===== src/rtl/hub_req.sv =====
// hub_req: cog-side initiator for hub_mem.
// Issues one byte/word/long access per request.
module hub_req #(
  parameter bit ROM_WP = 1'b1
) (
  input  logic        clk_cog,
  input  logic        nres,
  input  logic        ena_bus,
  input  logic        bus_sel,
  input  logic        req,
  input  logic        req_w,
  input  logic [1:0]  req_size,
  input  logic [15:0] req_addr,
  input  logic [31:0] req_data,
  output logic        busy,
  output logic        done,
  output logic [31:0] rd_data,
  output logic        mem_w,
  output logic [3:0]  mem_wb,
  output logic [13:0] mem_a,
  output logic [31:0] mem_d,
  input  logic [31:0] mem_q
);

  typedef enum logic [1:0] {
    S_IDLE = 2'd0,
    S_WAIT = 2'd1,
    S_CAPT = 2'd2
  } state_t;

  state_t      st;
  logic        r_w;
  logic [1:0]  r_size;
  logic [15:0] r_addr;
  logic [31:0] r_data;

  logic        is_byte;
  logic        is_word;
  logic        is_long;
  logic [3:0]  lanes;
  logic [31:0] wdat;
  logic [31:0] rext;
  logic        own;
  logic        wr_ok;

  assign is_byte = (r_size == 2'b00);
  assign is_word = (r_size == 2'b01);
  assign is_long = r_size[1];

  // Lane enables, replicated write data and read extraction
  always_comb begin
    lanes = 4'b0000;
    wdat  = 32'h0;
    rext  = 32'h0;
    unique case (1'b1)
      is_byte: begin
        lanes = 4'b0001 << r_addr[1:0];
        wdat  = {4{r_data[7:0]}};
        unique case (r_addr[1:0])
          2'd0:    rext = {24'h0, mem_q[7:0]};
          2'd1:    rext = {24'h0, mem_q[15:8]};
          2'd2:    rext = {24'h0, mem_q[23:16]};
          default: rext = {24'h0, mem_q[31:24]};
        endcase
      end
      is_word: begin
        lanes = r_addr[1] ? 4'b1100 : 4'b0011;
        wdat  = {2{r_data[15:0]}};
        rext  = r_addr[1] ? {16'h0, mem_q[31:16]}
                          : {16'h0, mem_q[15:0]};
      end
      is_long: begin
        lanes = 4'b1111;
        wdat  = r_data;
        rext  = mem_q;
      end
      default: begin
        lanes = 4'b0000;
        wdat  = 32'h0;
        rext  = 32'h0;
      end
    endcase
  end

  // Bus is driven only while waiting and owning the slot;
  // ROM-region writes go out with no lanes and no strobe
  assign own    = (st == S_WAIT) && bus_sel;
  assign wr_ok  = r_w && !(ROM_WP && r_addr[15]);
  assign mem_w  = own && wr_ok;
  assign mem_wb = (own && wr_ok) ? lanes : 4'b0000;
  assign mem_a  = own ? r_addr[15:2] : 14'h0;
  assign mem_d  = own ? wdat : 32'h0;

  assign busy = (st != S_IDLE);

  // Request FSM: accept, wait for slot, capture read data
  always_ff @(posedge clk_cog or negedge nres) begin
    if (!nres) begin
      st      <= S_IDLE;
      r_w     <= 1'b0;
      r_size  <= 2'b00;
      r_addr  <= 16'h0;
      r_data  <= 32'h0;
      done    <= 1'b0;
      rd_data <= 32'h0;
    end else begin
      done <= 1'b0;
      unique case (st)
        S_IDLE: begin
          if (req) begin
            r_w    <= req_w;
            r_size <= req_size;
            r_addr <= req_addr;
            r_data <= req_data;
            st     <= S_WAIT;
          end
        end
        S_WAIT: begin
          if (ena_bus && bus_sel) begin
            if (r_w) begin
              st   <= S_IDLE;
              done <= 1'b1;
            end else begin
              st <= S_CAPT;
            end
          end
        end
        S_CAPT: begin
          rd_data <= rext;
          done    <= 1'b1;
          st      <= S_IDLE;
        end
        default: st <= S_IDLE;
      endcase
    end
  end

endmodule


===== config.mk =====
export PLATFORM = sky130hd
export DESIGN_NAME = hub_req
export DESIGN_NICKNAME = d
export VERILOG_FILES = /design/src/rtl/hub_req.sv
export SDC_FILE = /design/constraint.sdc
export NUM_CORES = 1
export LEC_CHECK = 0
export CAP_MARGIN = 40
export CORE_MARGIN = 2
export CORE_UTILIZATION = 45
export DETAILED_ROUTE_END_ITERATION = 16
export PLACE_DENSITY = 0.83
export SYNTH_ARGS = -nofsm -noshare
export SYNTH_HDL_FRONTEND = slang
export SYNTH_SLANG_ARGS = --single-unit

===== constraint.sdc =====
create_clock -name clk_cog -period 3.69 [get_ports clk_cog]
set_clock_uncertainty 0.15 [all_clocks]
set_input_delay 0.738 -clock clk_cog [delete_from_list [all_inputs] [get_ports clk_cog]]
set_output_delay 0.738 -clock clk_cog [all_outputs]
set_load 0.05 [all_outputs]

==> impl_metrics.toml <==
[outcome]
outcome = "completed"

[global_route]
grt_antenna_before_repair = 0
remaining_global_route_overflow = 0
grt.total_usage = 0.257
first_pass_grt_wire_length_um = 20200
grt_start_max_net_pins = 57
grt_pass1_vias = 3914

[finish]
register_area_um2 = 2150
multi_input_comb_area_um2 = 1880
syn_to_layout_area_delta_pct = 58.9
stdcell_count = 700
n_antenna_cell = 0
proportion_of_layout_cells_with_a_drive_suffix_above_1 = 0.217
fill_cells = 623
layout.nets = 677

[placement]
dp_cells = 686
gpl.final_weighted_congestion = 0.919
hpwlAfterDp_um = 9720
buffer_ports.inserted = 172

[floorplanning]
chipHeight_um = 101
core_area_um2 = 9200
std_cell_rows = 35
io_pins = 173
dieArea_um2 = 10200
floorplan.die.width_um = 101
start_util = 0.462

[yosys]
synth_compound_area_frac = 0.106
synth_nets = 514
synth-seq-area-share = 0.506
synth_cells = 423
post_synth_fa_ha_maj_area_fraction = 0.00883
synth_cell_types = 28
synth.ff_latch_count = 86
synthTopCellsByArea = "sky130_fd_sc_hd__dfrtp_1, sky130_fd_sc_hd__mux2_2, sky130_fd_sc_hd__nand2_1, sky130_fd_sc_hd__mux2i_1, sky130_fd_sc_hd__nor2_1"
synth-warning-count = 0
post_synthesis_share_of_cell_area_spent_on_and_or_nand_and_nor_gates = 0.154
synth.area.mux_share = 0.173
post_synthesis_xor_xnor_area_fraction = 0
syn-cell-area_um2 = 4250
main_combinational_cell_family_by_area_after_synthesis = "multiplexers"
synth.top_cell.area_share = 0.506
synth_top_cell_by_area = "sky130_fd_sc_hd__dfrtp_1"
postSynthAreaPerCell_um2 = 10.0

[setup_path]
worst-path-stages = 7
crit_path_top_delay_cell = "sky130_fd_sc_hd__dfrtp_1"
critical_path_arrival_ns = 2.20
required_ns = 2.80
worstPathMaxFanout = 25
crit_buf_inv = 3
setup.worst_path.class = "flop to output pin"
critical_path.cell_chain = "inv_1 -> ha_1 -> buf_4 -> and2_1 -> nand3b_1 -> a21oi_1 -> buf_12"
capturing_element_type_of_the_critical_path = "output pin"
critical_path_max_stage_delay_ns = 0.41
reg2reg_depth = 6
worst_setup_path_start_kind = "flop"
cpLargestDelayFamily = "buffers and inverters"

[route]
vias_per_inst = 5.53
dr.first_iter.drc_count = 109
route.met2.wl_um = 6070
drtPass1Iterations = 4
vias = 3871
detail_route.wirelength_um = 13000
drt-wirelength-per-cell_um = 18.6
ant_nets = 0
wl_met1_um = 5220
detail_route.drc_violations = 0
met3RoutedLength_um = 1420
topRoutingLayerUsed = "met4"

[pwr]
ir_worst_vdd_v = 0.000495
static-leakage-power_uw = 0.00301
power_density_nw_per_um2 = 918

[sta]
setup_viols_final = 0
max_freq_ghz = 0.324
unrepaired_setup_endpoints_after_global_routing = "no"
timing.slew.headroom = 0.527
drv_slew = 0
final_hold_viol_count = 0
max_slew.worst_pin.slew_ns = 0.706
timing.setup.tns_ns = 0
fin_crit_sh = 0.836
fin_crit_ns = 3.08

[run]
drv.max_cap_violation_count = 0

[clock_tree]
cts_inserted_buffers = 9
clock_tree_buffer_depth = 2
clkTransAtPathRegs_ns = 0.09
cts_resized = 0
htree_num_levels = 3
cts_tree = "built"
clock-root-buffer = "sky130_fd_sc_hd__clkbuf_8"
clk-insertion-delay-late_ns = 0.34
post-cts-setup-buffers = 0
post_cts_hold_buffer_count = 0
clock_sinks = 86

[min_path]
timing.hold.worst.class = "primary input to asynchronous set/reset pin"
==> flip-flops by register name, summed over array words and instances, names as in the netlist <==
| signal | flops |
|---|---|
| rd_data | 32 |
| r_data | 32 |
| r_w | 1 |
| r_addr | 16 |
| st | 2 |
| r_size | 2 |
| done | 1 |
==> cells by family after synthesis <==
| group | after synthesis |
|---|---|
| buf+inv | 52 |
| compound gates | 74 |
| mux | 67 |
| fa+ha+maj | 3 |
| flops | 86 |
| simple gates | 141 |
==> final timing paths <==
path / startpoint / slack, ns / endpoint
setup / recovery: st[1] / 0.61 / mem_wb[3]
setup reg to reg: st[0] / 1.54 / rd_data[5]
hold reg to reg: r_addr[14] / 0.36 / r_addr[14]
hold / removal: nres / 0.16 / rd_data[6]
min in group clk_cog: r_addr[14] / 0.36 / r_addr[14]
max in group asynchronous: nres / 2.61 / r_data[4]
==> power breakdown <==
group / total [µW] / switching (µW) / internal, µW
combinational: 3720 / 2160 / 1560
sequential: 1710 / 320 / 1390
clock: 765 / 322 / 443
total: 6190 / 2800 / 3390
==> layout make-up <==
type | count | share of cell area
tap | 111 | 0.0206
sequential | 86 | 0.319
inverter | 22 | 0.0122
clock inverter | 4 | 0.0145
multi-input combinational | 285 | 0.278
timing repair buffer | 182 | 0.337
clock buffer | 10 | 0.0189
==> stage by stage <==
| step | setup WS [ns] | instance area [µm²] | hold slack [ns] | power, µW | util |
|---|---|---|---|---|---|
| after floorplan | 0.978 | 4250 | 0.292 | 3980 | - |
| after global placement | 0.665 | 6500 | 0.330 | 5340 | 0.707 |
| after detailed placement | 0.619 | 6530 | 0.338 | 5460 | 0.710 |
| after CTS | 0.581 | 6750 | 0.167 | 6230 | 0.734 |
| after global routing | 0.458 | 6750 | 0.183 | 6520 | 0.734 |
| final | 0.606 | 6750 | 0.165 | 6190 | 0.734 |
==> placed cells by master, fill, tap and decap left out, types with 2 or more instances in the layout <==
cell                              instances
sky130_fd_sc_hd__mux2_2                  51
sky130_fd_sc_hd__bufinv_16                3
sky130_fd_sc_hd__clkdlybuf4s50_1        120
sky130_fd_sc_hd__a31oi_1                  9
sky130_fd_sc_hd__buf_4                   14
sky130_fd_sc_hd__clkbuf_8                 9
sky130_fd_sc_hd__nor2_1                  39
sky130_fd_sc_hd__a22o_1                   8
sky130_fd_sc_hd__buf_12                  47
sky130_fd_sc_hd__nand3_1                 26
sky130_fd_sc_hd__mux2i_1                 16
sky130_fd_sc_hd__nor2b_1                  2
sky130_fd_sc_hd__ha_1                     3
sky130_fd_sc_hd__dfrtp_1                 86
sky130_fd_sc_hd__and3_1                  23
sky130_fd_sc_hd__a21oi_1                 28
sky130_fd_sc_hd__inv_1                   21
sky130_fd_sc_hd__nand2_1                 43
sky130_fd_sc_hd__o21ai_0                 18
sky130_fd_sc_hd__a211o_1                  8
sky130_fd_sc_hd__nand2b_1                 3
==> metal layers <==
layer  global-route usage  vias up
li1                     -     1774
met1                0.324     1886
met2                0.403      189
met3               0.0939       22
met4                0.105        0
met5                    0        -
==> synth_stat cells (all sizes together) <==
cell	number
a211o	8
a21boi	1
a21oi	28
a22o	8
a31oi	9
and2	1
and3	23
buf	16
clkbuf	14
clkinv	1
dfrtp	86
ha	3
inv	21
mux2	51
mux2i	16
nand2	44
nand2b	3
nand3	26
nand3b	1
nor2	39
nor2b	2
nor3	1
o21a	1
o21ai	18
o31ai	1
or2	1
Power figures use the tool's default switching activity.
